==> config.mk <==
export PLATFORM = sky130hd
export DESIGN_NAME = pipe_cla_add
export DESIGN_NICKNAME = d
export VERILOG_FILES = /design/src/rtl/pipe_cla_add.sv
export SDC_FILE = /design/constraint.sdc
export NUM_CORES = 1
export LEC_CHECK = 0
export BUFFER_PORTS_ARGS = -buffer_cell sky130_fd_sc_hd__buf_2
export CORE_AREA = 2 2 168 170
export DETAILED_ROUTE_END_ITERATION = 12
export DIE_AREA = 0 0 170 172
export PLACE_DENSITY = 0.94
export SLEW_MARGIN = 15
export SYNTH_ARGS = -nofsm -noshare
export SYNTH_HDL_FRONTEND = slang
export SYNTH_SLANG_ARGS = --single-unit
==> constraint.sdc <==
create_clock -name clk -period 7.1 [get_ports clk]
set_input_delay 0.355 -clock clk [delete_from_list [all_inputs] [get_ports clk]]
set_output_delay 0.355 -clock clk [all_outputs]
set_load 0.05 [all_outputs]
==> src/rtl/pipe_cla_add.sv <==
// pipe_cla_add: pipelined carry-lookahead adder/subtractor.
//
// Operands are cut into 16-bit groups. Group k is resolved by a 4x4-bit
// two-level CLA in pipeline stage k, which takes the registered carry of
// stage k-1. Higher operand slices ride along in skew registers until their
// stage, and finished low result slices ride along to the output, so all
// slices of one operation leave the last stage together. All stages shift
// together on a single advance enable; a stalled output freezes the pipe.
//
// Ports:
//   clk, rst_n            clock, asynchronous active-low reset
//   in_valid / in_ready   operand handshake (in_ready = advance enable)
//   a, b, c_in, sub       operands; sub=1 computes a-b and ignores c_in
//   out_valid / out_ready result handshake
//   f, c_out, ovf         result, carry out of MSB, signed overflow
//   gm, pm                whole-word generate/propagate of a and (inverted) b
module pipe_cla_add #(
    parameter int WIDTH = 64,
    parameter int GRP   = 16
) (
    input  logic             clk,
    input  logic             rst_n,
    input  logic             in_valid,
    output logic             in_ready,
    input  logic [WIDTH-1:0] a,
    input  logic [WIDTH-1:0] b,
    input  logic             c_in,
    input  logic             sub,
    output logic             out_valid,
    input  logic             out_ready,
    output logic [WIDTH-1:0] f,
    output logic             c_out,
    output logic             ovf,
    output logic             gm,
    output logic             pm
);
    localparam int N = WIDTH / GRP;

    // 16-bit two-level CLA. Returns {P_group, G_group, carry_out, sum[15:0]}.
    function automatic logic [18:0] cla16(input logic [15:0] x, input logic [15:0] y,
                                          input logic ci);
        logic [15:0] g, p, c;
        logic [3:0]  gn, pn, gg, pp;
        logic [4:0]  cn;
        logic        cc, g_grp;
        g = x & y;
        p = x ^ y;
        for (int j = 0; j < 4; j++) begin
            gg    = g[4*j +: 4];
            pp    = p[4*j +: 4];
            gn[j] = gg[3] | (pp[3] & gg[2]) | (pp[3] & pp[2] & gg[1])
                  | (pp[3] & pp[2] & pp[1] & gg[0]);
            pn[j] = &pp;
        end
        g_grp = gn[3] | (pn[3] & gn[2]) | (pn[3] & pn[2] & gn[1])
              | (pn[3] & pn[2] & pn[1] & gn[0]);
        cn[0] = ci;
        cn[1] = gn[0] | (pn[0] & ci);
        cn[2] = gn[1] | (pn[1] & gn[0]) | (pn[1] & pn[0] & ci);
        cn[3] = gn[2] | (pn[2] & gn[1]) | (pn[2] & pn[1] & gn[0])
              | (pn[2] & pn[1] & pn[0] & ci);
        cn[4] = g_grp | ((&pn) & ci);
        for (int j = 0; j < 4; j++) begin
            gg         = g[4*j +: 4];
            pp         = p[4*j +: 4];
            cc         = cn[j];
            c[4*j]     = cc;
            c[4*j + 1] = gg[0] | (pp[0] & cc);
            c[4*j + 2] = gg[1] | (pp[1] & gg[0]) | (pp[1] & pp[0] & cc);
            c[4*j + 3] = gg[2] | (pp[2] & gg[1]) | (pp[2] & pp[1] & gg[0])
                       | (pp[2] & pp[1] & pp[0] & cc);
        end
        return {&pn, g_grp, cn[4], p ^ c};
    endfunction

    logic             adv;
    logic [WIDTH-1:0] b_eff;
    logic             cin_eff;

    // Stage registers (stage N-1 is the output register).
    logic [N-1:0]     v_reg, c_reg, g_reg, p_reg;
    logic [WIDTH-1:0] a_reg [N];
    logic [WIDTH-1:0] b_reg [N];
    logic [WIDTH-1:0] f_reg [N];
    logic             ovf_reg;

    // What stage k consumes, and what it produces.
    logic [N-1:0]     v_src, c_src, g_src, p_src;
    logic [WIDTH-1:0] a_src [N];
    logic [WIDTH-1:0] b_src [N];
    logic [WIDTH-1:0] f_src [N];
    logic [WIDTH-1:0] f_next [N];
    logic [N-1:0]     c_next, g_next, p_next;
    logic             ovf_next;

    assign adv      = !v_reg[N-1] || out_ready;
    assign in_ready = adv;
    assign b_eff    = sub ? ~b : b;
    assign cin_eff  = sub ? 1'b1 : c_in;

    for (genvar gi = 0; gi < N; gi++) begin : g_stage
        logic [18:0] res;
        if (gi == 0) begin : g_src_in
            assign v_src[0] = in_valid;
            assign a_src[0] = a;
            assign b_src[0] = b_eff;
            assign f_src[0] = '0;
            assign c_src[0] = cin_eff;
            // Identity element of the generate/propagate combine.
            assign g_src[0] = 1'b0;
            assign p_src[0] = 1'b1;
        end else begin : g_src_prev
            assign v_src[gi] = v_reg[gi-1];
            assign a_src[gi] = a_reg[gi-1];
            assign b_src[gi] = b_reg[gi-1];
            assign f_src[gi] = f_reg[gi-1];
            assign c_src[gi] = c_reg[gi-1];
            assign g_src[gi] = g_reg[gi-1];
            assign p_src[gi] = p_reg[gi-1];
        end
        assign res = cla16(a_src[gi][gi*GRP +: GRP], b_src[gi][gi*GRP +: GRP], c_src[gi]);
        // Result bits above the groups done so far are always zero, so OR-ing
        // the new slice in is enough.
        assign f_next[gi] = f_src[gi] | (WIDTH'(res[15:0]) << (gi*GRP));
        assign c_next[gi] = res[16];
        assign g_next[gi] = res[17] | (res[18] & g_src[gi]);
        assign p_next[gi] = res[18] & p_src[gi];
    end

    // Carry into the MSB is recovered from the MSB sum bit.
    assign ovf_next = a_src[N-1][WIDTH-1] ^ b_src[N-1][WIDTH-1]
                    ^ f_next[N-1][WIDTH-1] ^ c_next[N-1];

    always_ff @(posedge clk or negedge rst_n) begin
        if (!rst_n) begin
            v_reg   <= '0;
            c_reg   <= '0;
            g_reg   <= '0;
            p_reg   <= '0;
            ovf_reg <= 1'b0;
            for (int k = 0; k < N; k++) begin
                a_reg[k] <= '0;
                b_reg[k] <= '0;
                f_reg[k] <= '0;
            end
        end else if (adv) begin
            v_reg <= v_src;
            // Data only loads behind a valid beat, so bubbles never disturb
            // the held output values.
            for (int k = 0; k < N; k++) begin
                if (v_src[k]) begin
                    a_reg[k] <= a_src[k];
                    b_reg[k] <= b_src[k];
                    f_reg[k] <= f_next[k];
                    c_reg[k] <= c_next[k];
                    g_reg[k] <= g_next[k];
                    p_reg[k] <= p_next[k];
                end
            end
            if (v_src[N-1]) begin
                ovf_reg <= ovf_next;
            end
        end
    end

    assign out_valid = v_reg[N-1];
    assign f         = f_reg[N-1];
    assign c_out     = c_reg[N-1];
    assign ovf       = ovf_reg;
    assign gm        = g_reg[N-1];
    assign pm        = p_reg[N-1];

endmodule
==> results of run 1 <==
-- cell type report --
| class | instances | area [µm²] |
|---|---|---|
| inverters | 33 | 123.9 |
| clock inverters | 13 | 153.9 |
| flip-flops and latches | 369 | 9234 |
| repair buffers | 212 | 1131 |
| diodes | 1 | 2.502 |
| fillers | 1855 | 7844 |
| multi-input cells | 1305 | 7416 |
| clock buffers | 53 | 1139 |
| well taps | 346 | 432.9 |
-- where the power goes --
group / leakage (nW) / switching (mW) / internal [mW] / total (mW)
clock network: 0.648 / 0.815 / 1.23 / 2.05
registers: 4.63 / 0.522 / 2.95 / 3.47
logic: 4.97 / 2.39 / 1.19 / 3.58
-- metal layers --
layer  up-vias  global-route usage [%]  part of all wire (%)  routed length [µm]
met5         -                       0                     0                   0
met4         0                   12.23                   3.8                1544
met3       129                   4.601                   6.3                2550
met2       529                   48.27                    50               20230
met1      6407                   35.24                    40               16290
li1       6184                       -                     -                   -
-- layout by cell type, fill, tap and decap left out, types with 3 or more instances in the layout --
master / instances
xnor2_1: 57
clkbuf_1: 3
nor2_1: 32
a211oi_1: 6
fa_1: 16
a21o_1: 18
bufinv_16: 3
clkinv_2: 7
buf_4: 7
and2_2: 4
o21ai_0: 111
nor2b_1: 5
nand2_1: 724
nand4_1: 13
a21oi_1: 34
and4_1: 4
buf_2: 201
a31oi_1: 7
clkbuf_16: 39
ha_1: 64
o21ai_1: 8
a21oi_2: 3
mux2_2: 51
inv_1: 33
dfrtp_1: 369
a22oi_1: 3
xor2_1: 42
nand2_4: 3
nor4_1: 3
o21a_1: 8
and3_1: 8
clkbuf_8: 11
o31ai_1: 5
nor3_1: 10
nand3_1: 14
o311ai_0: 4
mux2i_1: 3
-- synth_stat cells (3+ instances only) --
library cell	n
dfrtp_1	369
a31oi_1	7
clkbuf_1	58
a21oi_2	3
nand2_1	727
a21oi_1	34
o21ai_1	8
inv_1	33
ha_1	64
a22oi_1	3
and4_1	4
xor2_1	42
nor4_1	3
nand3_1	14
nor2_1	32
a211oi_1	6
o311ai_0	4
xnor2_1	57
nand4_1	13
mux2_2	51
fa_1	16
nor2b_1	5
o31ai_1	5
mux2i_1	3
and2_1	6
buf_1	7
buf_2	19
and3_1	8
o21ai_0	111
nor3_1	10
a21o_1	18
o21a_1	8
-- through the flow --
stage	instance area [µm²]	setup WS [ns]	utilization (%)	hold slack, ns
after floorplan	17080	4.164	-	0.05941
after global routing	19630	3.919	71.45	0.02489
after CTS	19600	4.084	71.34	0.01409
after detailed placement	18300	3.575	66.60	0.4245
final	19630	4.039	71.45	0.02924
after global placement	18300	3.718	66.60	0.4129
-- worst max-delay path, cell delays in order --
cell and delay [ns]:
buf_4 0.83, xor2_1 0.16, ha_1 0.42, a21oi_1 0.12, o21a_1 0.24, o211ai_4 0.26
inv_1 0.12, o21a_1 0.20, fa_1 0.40, xor2_1 0.18, o21ai_0 0.09
-- kinds of logic (layout without fill, tap and decap cells) --
| group | count (synthesis) | after routing | share of synthesized area, % |
|---|---|---|---|
| simple gates | 841 | 841 | 19.76 |
| mux | 54 | 54 | 3.537 |
| fa+ha+maj | 80 | 80 | 6.562 |
| flops | 369 | 369 | 54.05 |
| xor+xnor | 99 | 99 | 5.075 |
| other cells | 0 | 1 | 0 |
| compound gates | 231 | 231 | 8.305 |
| buf+inv | 117 | 311 | 2.710 |
-- worst paths after layout --
kind	end
min	a_reg[214]$_DFFE_PN0P_
max in group asynchronous	f_reg[201]$_DFFE_PN0P_
max reg2reg	f_reg[157]$_DFFE_PN0P_
max	f_reg[205]$_DFFE_PN0P_
min in group asynchronous	f[20]$_DFFE_PN0P_
min reg2reg	a_reg[191]$_DFFE_PN0P_
-- repair_timing --
item / 4_1_cts / 5_1_grt
gates resized for setup: 0 / 0
endpoints found under the hold margin: 94 / 0
hold buffers: 1 / 0
endpoints found under the setup margin: 0 / 0
==> run metrics, run 1 <==
outcome completed; insertion delay to the later sink of the worst-skew pair 0.52 ns; Most used DFF post-synth dfrtp_1; Pwr Total 9.095 mW; sequential area share after synthesis 54.05%; reg2reg setup slack 4.21 ns; highest clock rate 0.3267 GHz; WL/cell 17.41 µm; die footprint 29240 µm²; vias in the first global route 13510; Root Buffer clkbuf_16; number of flip-flops in the largest register 160; relative slew slack 25.73%; Die Height 172 µm; Worst Path Required 7.44 ns; post-synth cell types 63; TritonCTS clock tree built; Remaining DRCs 0; post-placement cell count 2263; final period utilization 43.11%; core area 27480 µm²; actual slew at the worst max-slew pin 1.114 ns; arrival time at the worst endpoint 3.40 ns; Gate Count Post-Synth 1791; total negative slack 0 ns; Worst R2R Path Depth 10; nets@finish 2173; Synth Net Count 2005; Clock Tree Buf Depth 3; antenna violations before repair 1; initial drt markers 1212; TritonCTS Sinks 369; Worst setup SP type input pin; Row Count 61; pin count of the biggest net entering global routing 199; Critical Path Fanout Max 65; fin. max-slew vios 0; flops & latches, synth 369; post-CTS setup buffers 0; clock-pin slew of the registers on the worst-case setup and hold paths 0.06 ns; RR Startpoint a_reg[211]$_DFFE_PN0P_; Initial Util 62.18%; Hold Crit Depth 3; number of port buffers 203; global-route wire length before repair 65.35 mm; synth top area cells dfrtp_1 (54%), nand2_1 (16%), ha_1 (4.7%); clock skew 0.01948 ns; total congestion overflow 0; Final min period 3.061 ns; PD cells 463.3 nW/µm²; H-tree depth 2; Post-synth EDFFs 0; Max-Cap Viols 0; static leakage 10.25 nW; post-synth top area cell dfrtp_1; num ports 204; top-area cell type share of the netlist area 54.05%; Final Hold Fails 0; CP Class in -> reg; synth warn 0; post-DR vias/cell 5.681; DR vias 13250; Total GRT Usage 27.98%; Worst Setup SP sub; Crit. End Element flop; RSZ-0062 raised after global routing false; Max VDD drop 0.2701 mV; Layout area overhead 14.92%; Async SR Flop Fraction 100.0%; setup violators final 0; Layout Cells excl Fill 2332; hold path start a[22]; Avg Inst Size Synth 9.539 µm²; antenna-violating nets left 0; Worst Hold Class in -> reg; dpl hpwl 26.06 mm; total CTS buffers 38; share of cells above drive strength 1 17.73%; die width 170 µm; synthesized area 17080 µm²; DRT Wirelength 40.61 mm; Initial DRT Pass Iterations 5; Placer Congestion 0.9089
(Power assumes the default switching activity.)
==> run 2, diff against run 1 <==
--- a/config.mk
+++ b/config.mk
@@ -6,10 +6,10 @@
 export NUM_CORES = 1
 export LEC_CHECK = 0
 export BUFFER_PORTS_ARGS = -buffer_cell sky130_fd_sc_hd__buf_2
-export CORE_AREA = 2 2 168 170
+export CORE_AREA = 2 2 174 176
 export DETAILED_ROUTE_END_ITERATION = 12
-export DIE_AREA = 0 0 170 172
-export PLACE_DENSITY = 0.94
+export DIE_AREA = 0 0 176 178
+export PLACE_DENSITY = 0.89
 export SLEW_MARGIN = 15
 export SYNTH_ARGS = -nofsm -noshare
 export SYNTH_HDL_FRONTEND = slang
==> constraint.sdc (replaced) <==
create_clock -name clk -period 2.91 [get_ports clk]
set_input_delay 0.1455 -clock clk [delete_from_list [all_inputs] [get_ports clk]]
set_output_delay 0.1455 -clock clk [all_outputs]
set_load 0.05 [all_outputs]
==> run 2 against run 1 <==
Against the previous run: sequential power rose by 150%; largest power group unchanged; setup slack got worse by 3.8 ns; final cell count rose by 7.2%; clock skew fell by 0.0036 ns; design area rose by 6.2%; highest routed layer unchanged; critical path depth fell by 2; register-to-register slack got worse by 4.0 ns; die area rose by 7.1%; flip-flop and latch count did not move; global-route usage rose by 1.9 points.
==> run metrics, run 2 (synthesis results as in run 1) <==
outcome completed (unchanged); Initial DRT Pass Iterations 5 (unchanged); Max VDD drop 0.6436 mV (was 0.2701 mV); initial drt markers 1374 (was 1212); arrival time at the worst endpoint 3.07 ns (was 3.40 ns); Placer Congestion 0.9084 (was 0.9089); total congestion overflow 0 (unchanged); Final min period 2.682 ns; Worst Hold Class in -> reg (unchanged); TritonCTS clock tree built (unchanged); Final Hold Fails 0 (unchanged); Layout area overhead 22.01% (was 14.92%); Worst Path Required 3.30 ns (was 7.44 ns); total negative slack 0 ns (unchanged); hold endpoint f_reg[200]$_DFFE_PN0P_ (was a_reg[214]$_DFFE_PN0P_); antenna-violating nets left 0 (unchanged); H-tree depth 2 (unchanged); Critical Path Fanout Max 5 (was 65); final period utilization 92.18%; sw power 9.422 mW (was 3.728 mW); Clock Tree Buf Depth 3 (unchanged); Crit path max-delay family compound AO/OA/AOI/OAI gates (was buffers and inverters); setup violators final 0 (unchanged); highest clock rate 0.3728 GHz; share of cells above drive strength 1 17.66% (was 17.73%); commonest non-fill, non-tap cell in the layout nand2_1 (unchanged); CP max-delay cell dfrtp_1 (was buf_4); Crit. End Element flop (unchanged); die width 176 µm (was 170 µm); clock network power share 22.0% (was 22.5%); CP Class reg -> reg (was in -> reg); post-DR vias/cell 5.667 (was 5.681); Worst setup SP type flop (was input pin); sequential power share 37.6% (was 38.1%); nets@finish 2292 (was 2173); Row Count 63 (was 61); clock skew 0.01585 ns (was 0.01948 ns); largest stage delay on the critical path 0.43 ns (was 0.83 ns); PD cells 1086 nW/µm² (was 463.3 nW/µm²); global-route wire length before repair 74.29 mm (was 65.35 mm); relative slew slack 39.02% (was 25.73%); Pwr Total 22.64 mW (was 9.095 mW); Die Height 178 µm (was 172 µm); Critical R2R Capture f_reg[109]$_DFFE_PN0P_ (was f_reg[157]$_DFFE_PN0P_); Worst R2R Path Depth 9 (was 10); core area 29400 µm² (was 27480 µm²); Hold Crit Depth 4 (was 3); die footprint 31330 µm² (was 29240 µm²); final setup margin 0.2276 ns (was 4.039 ns); Max-Cap Viols 0 (unchanged); Net Sw Frac 41.61% (was 40.99%); actual slew at the worst max-slew pin 0.9147 ns (was 1.114 ns); FF+latch area 9234 µm² (unchanged); DRT Wirelength 46.07 mm (was 40.61 mm); DR vias 14160 (was 13250); antenna violations before repair 2 (was 1); most frequent cells in the layout nand2_1 (724), dfrtp_1 (369), buf_2 (201) (unchanged); num ports 204 (unchanged); number of port buffers 203 (unchanged); reg2reg setup slack 0.23 ns (was 4.21 ns); static leakage 10.74 nW (was 10.25 nW); Gate power share 40.5% (was 39.4%); pre-CTS setup slack 0.2566 ns (was 3.575 ns); fin. max-slew vios 0 (unchanged); clock-pin slew of the registers on the worst-case setup and hold paths 0.07 ns (was 0.06 ns); Root Buffer clkbuf_16 (unchanged); vias in the first global route 14830 (was 13510); post-CTS setup buffers 0 (unchanged); hold path start a[8] (was a[22]); P_int 13.22 mW (was 5.367 mW); pin count of the biggest net entering global routing 119 (was 199); RSZ-0062 raised after global routing false (unchanged); insertion delay to the later sink of the worst-skew pair 0.53 ns (was 0.52 ns); Remaining DRCs 0 (unchanged); dpl hpwl 28.01 mm (was 26.06 mm); fin area 20840 µm² (was 19630 µm²); CP Cell Sequence ha_1 > a21oi_1 > o21a_1 > nand2_2 > a221oi_2 > inv_1 > fa_1 > xnor2_1 > o21ai_0 (was buf_4 > xor2_1 > ha_1 > a21oi_1 > o21a_1 > o211ai_4 > inv_1 > o21a_1 > fa_1 > xor2_1 > o21ai_0); Initial Util 58.10% (was 62.18%); WP buf/inv 1 (was 2); Cell Area, Placed 18600 µm² (was 18300 µm²); WL/cell 18.43 µm (was 17.41 µm); total CTS buffers 38 (unchanged); Total GRT Usage 29.92% (was 27.98%); number of flip-flops in the largest register 160 (unchanged); area of the multi-input gates 7416 µm² (unchanged); RR Startpoint a_reg[163]$_DFFE_PN0P_ (was a_reg[211]$_DFFE_PN0P_); TritonCTS Sinks 369 (unchanged); fill cell count 1946 (was 1855)
## run 2: changes by cell type in the layout (fill, tap and decap cells not counted)
cell / change
buf_12: +5
clkbuf_8: -3
diode_2: +1
clkbuf_1: +6
dlygate4sd3_1: +96
clkinv_2: -2
buf_16: -1
clkinv_8: +1
clkbuf_16: -1
clkinvlp_4: +2
buf_4: +19
## run 2: cell type report
cell class / instances / area share, %
sequential: 369 / 44.30
multi-input combinational: 1305 / 35.58
timing repair buffer: 331 / 11.07
antenna: 2 / 0.02401
clock inverter: 14 / 0.8404
tap: 390 / 2.341
clock buffer: 55 / 5.252
inverter: 33 / 0.5943
## run 2: how the worst max path moves through the flow
stage | end | from | slack, ns | cells after the start
after global routing | f_reg[109]$_DFFE_PN0P_ | a_reg[163]$_DFFE_PN0P_ | 0.1 | 9
after detailed placement | f_reg[205]$_DFFE_PN0P_ | sub | 0.26 | 11
after global placement | f_reg[205]$_DFFE_PN0P_ | sub | 0.34 | 11
after CTS | f_reg[109]$_DFFE_PN0P_ | a_reg[161]$_DFFE_PN0P_ | 0.35 | 9
final | f_reg[109]$_DFFE_PN0P_ | a_reg[163]$_DFFE_PN0P_ | 0.23 | 9
after floorplan | f_reg[205]$_DFFE_PN0P_ | sub | 0.18 | 12
## run 2: timing repair
item,in CTS,in global routing
resized for setup,0,0
endpoints found under the setup margin,0,0
hold buffers,96,1
endpoints found under the hold margin,193,1
## run 2: power groups by stage
stage,clock (mW),sequential (mW),combinational (mW)
global placement,0,8.37,8.34
detailed placement,0,8.49,8.74
global route,5.21,8.72,10.1
finish,4.97,8.51,9.17
floorplan,0,9.53,5.15
CTS,4.97,8.42,8.99
## run 2: metal layers
| metal | up-vias | GRT usage (%) | share of wire (%) | routed length, µm |
|---|---|---|---|---|
| met5 | - | 0 | 0 | 0 |
| met4 | 0 | 15.43 | 4.9 | 2266 |
| met3 | 168 | 4.838 | 6.5 | 2994 |
| met2 | 655 | 51.30 | 50 | 23120 |
| met1 | 6924 | 36.90 | 38 | 17690 |
| li1 | 6416 | - | - | - |
## run 2: tightest hold or removal path, delay by kind of cell
family / cells / cell delay (ns)
AOI/OAI and AO/OA: 1 / 0.08
adders and majority gates: 1 / 0.16
buffers and inverters: 2 / 0.19
## run 2: metrics by stage
step	cells	utilization, %	hold slack (ns)
6_report	2499	70.89	0.1039
5_1_grt	2499	70.89	0.1310
4_1_cts	2496	70.84	0.01522
3_5_place_dp	2331	63.25	0.2878
3_3_place_gp	2331	63.25	0.2820
2_1_floorplan	1791	-	-0.1501
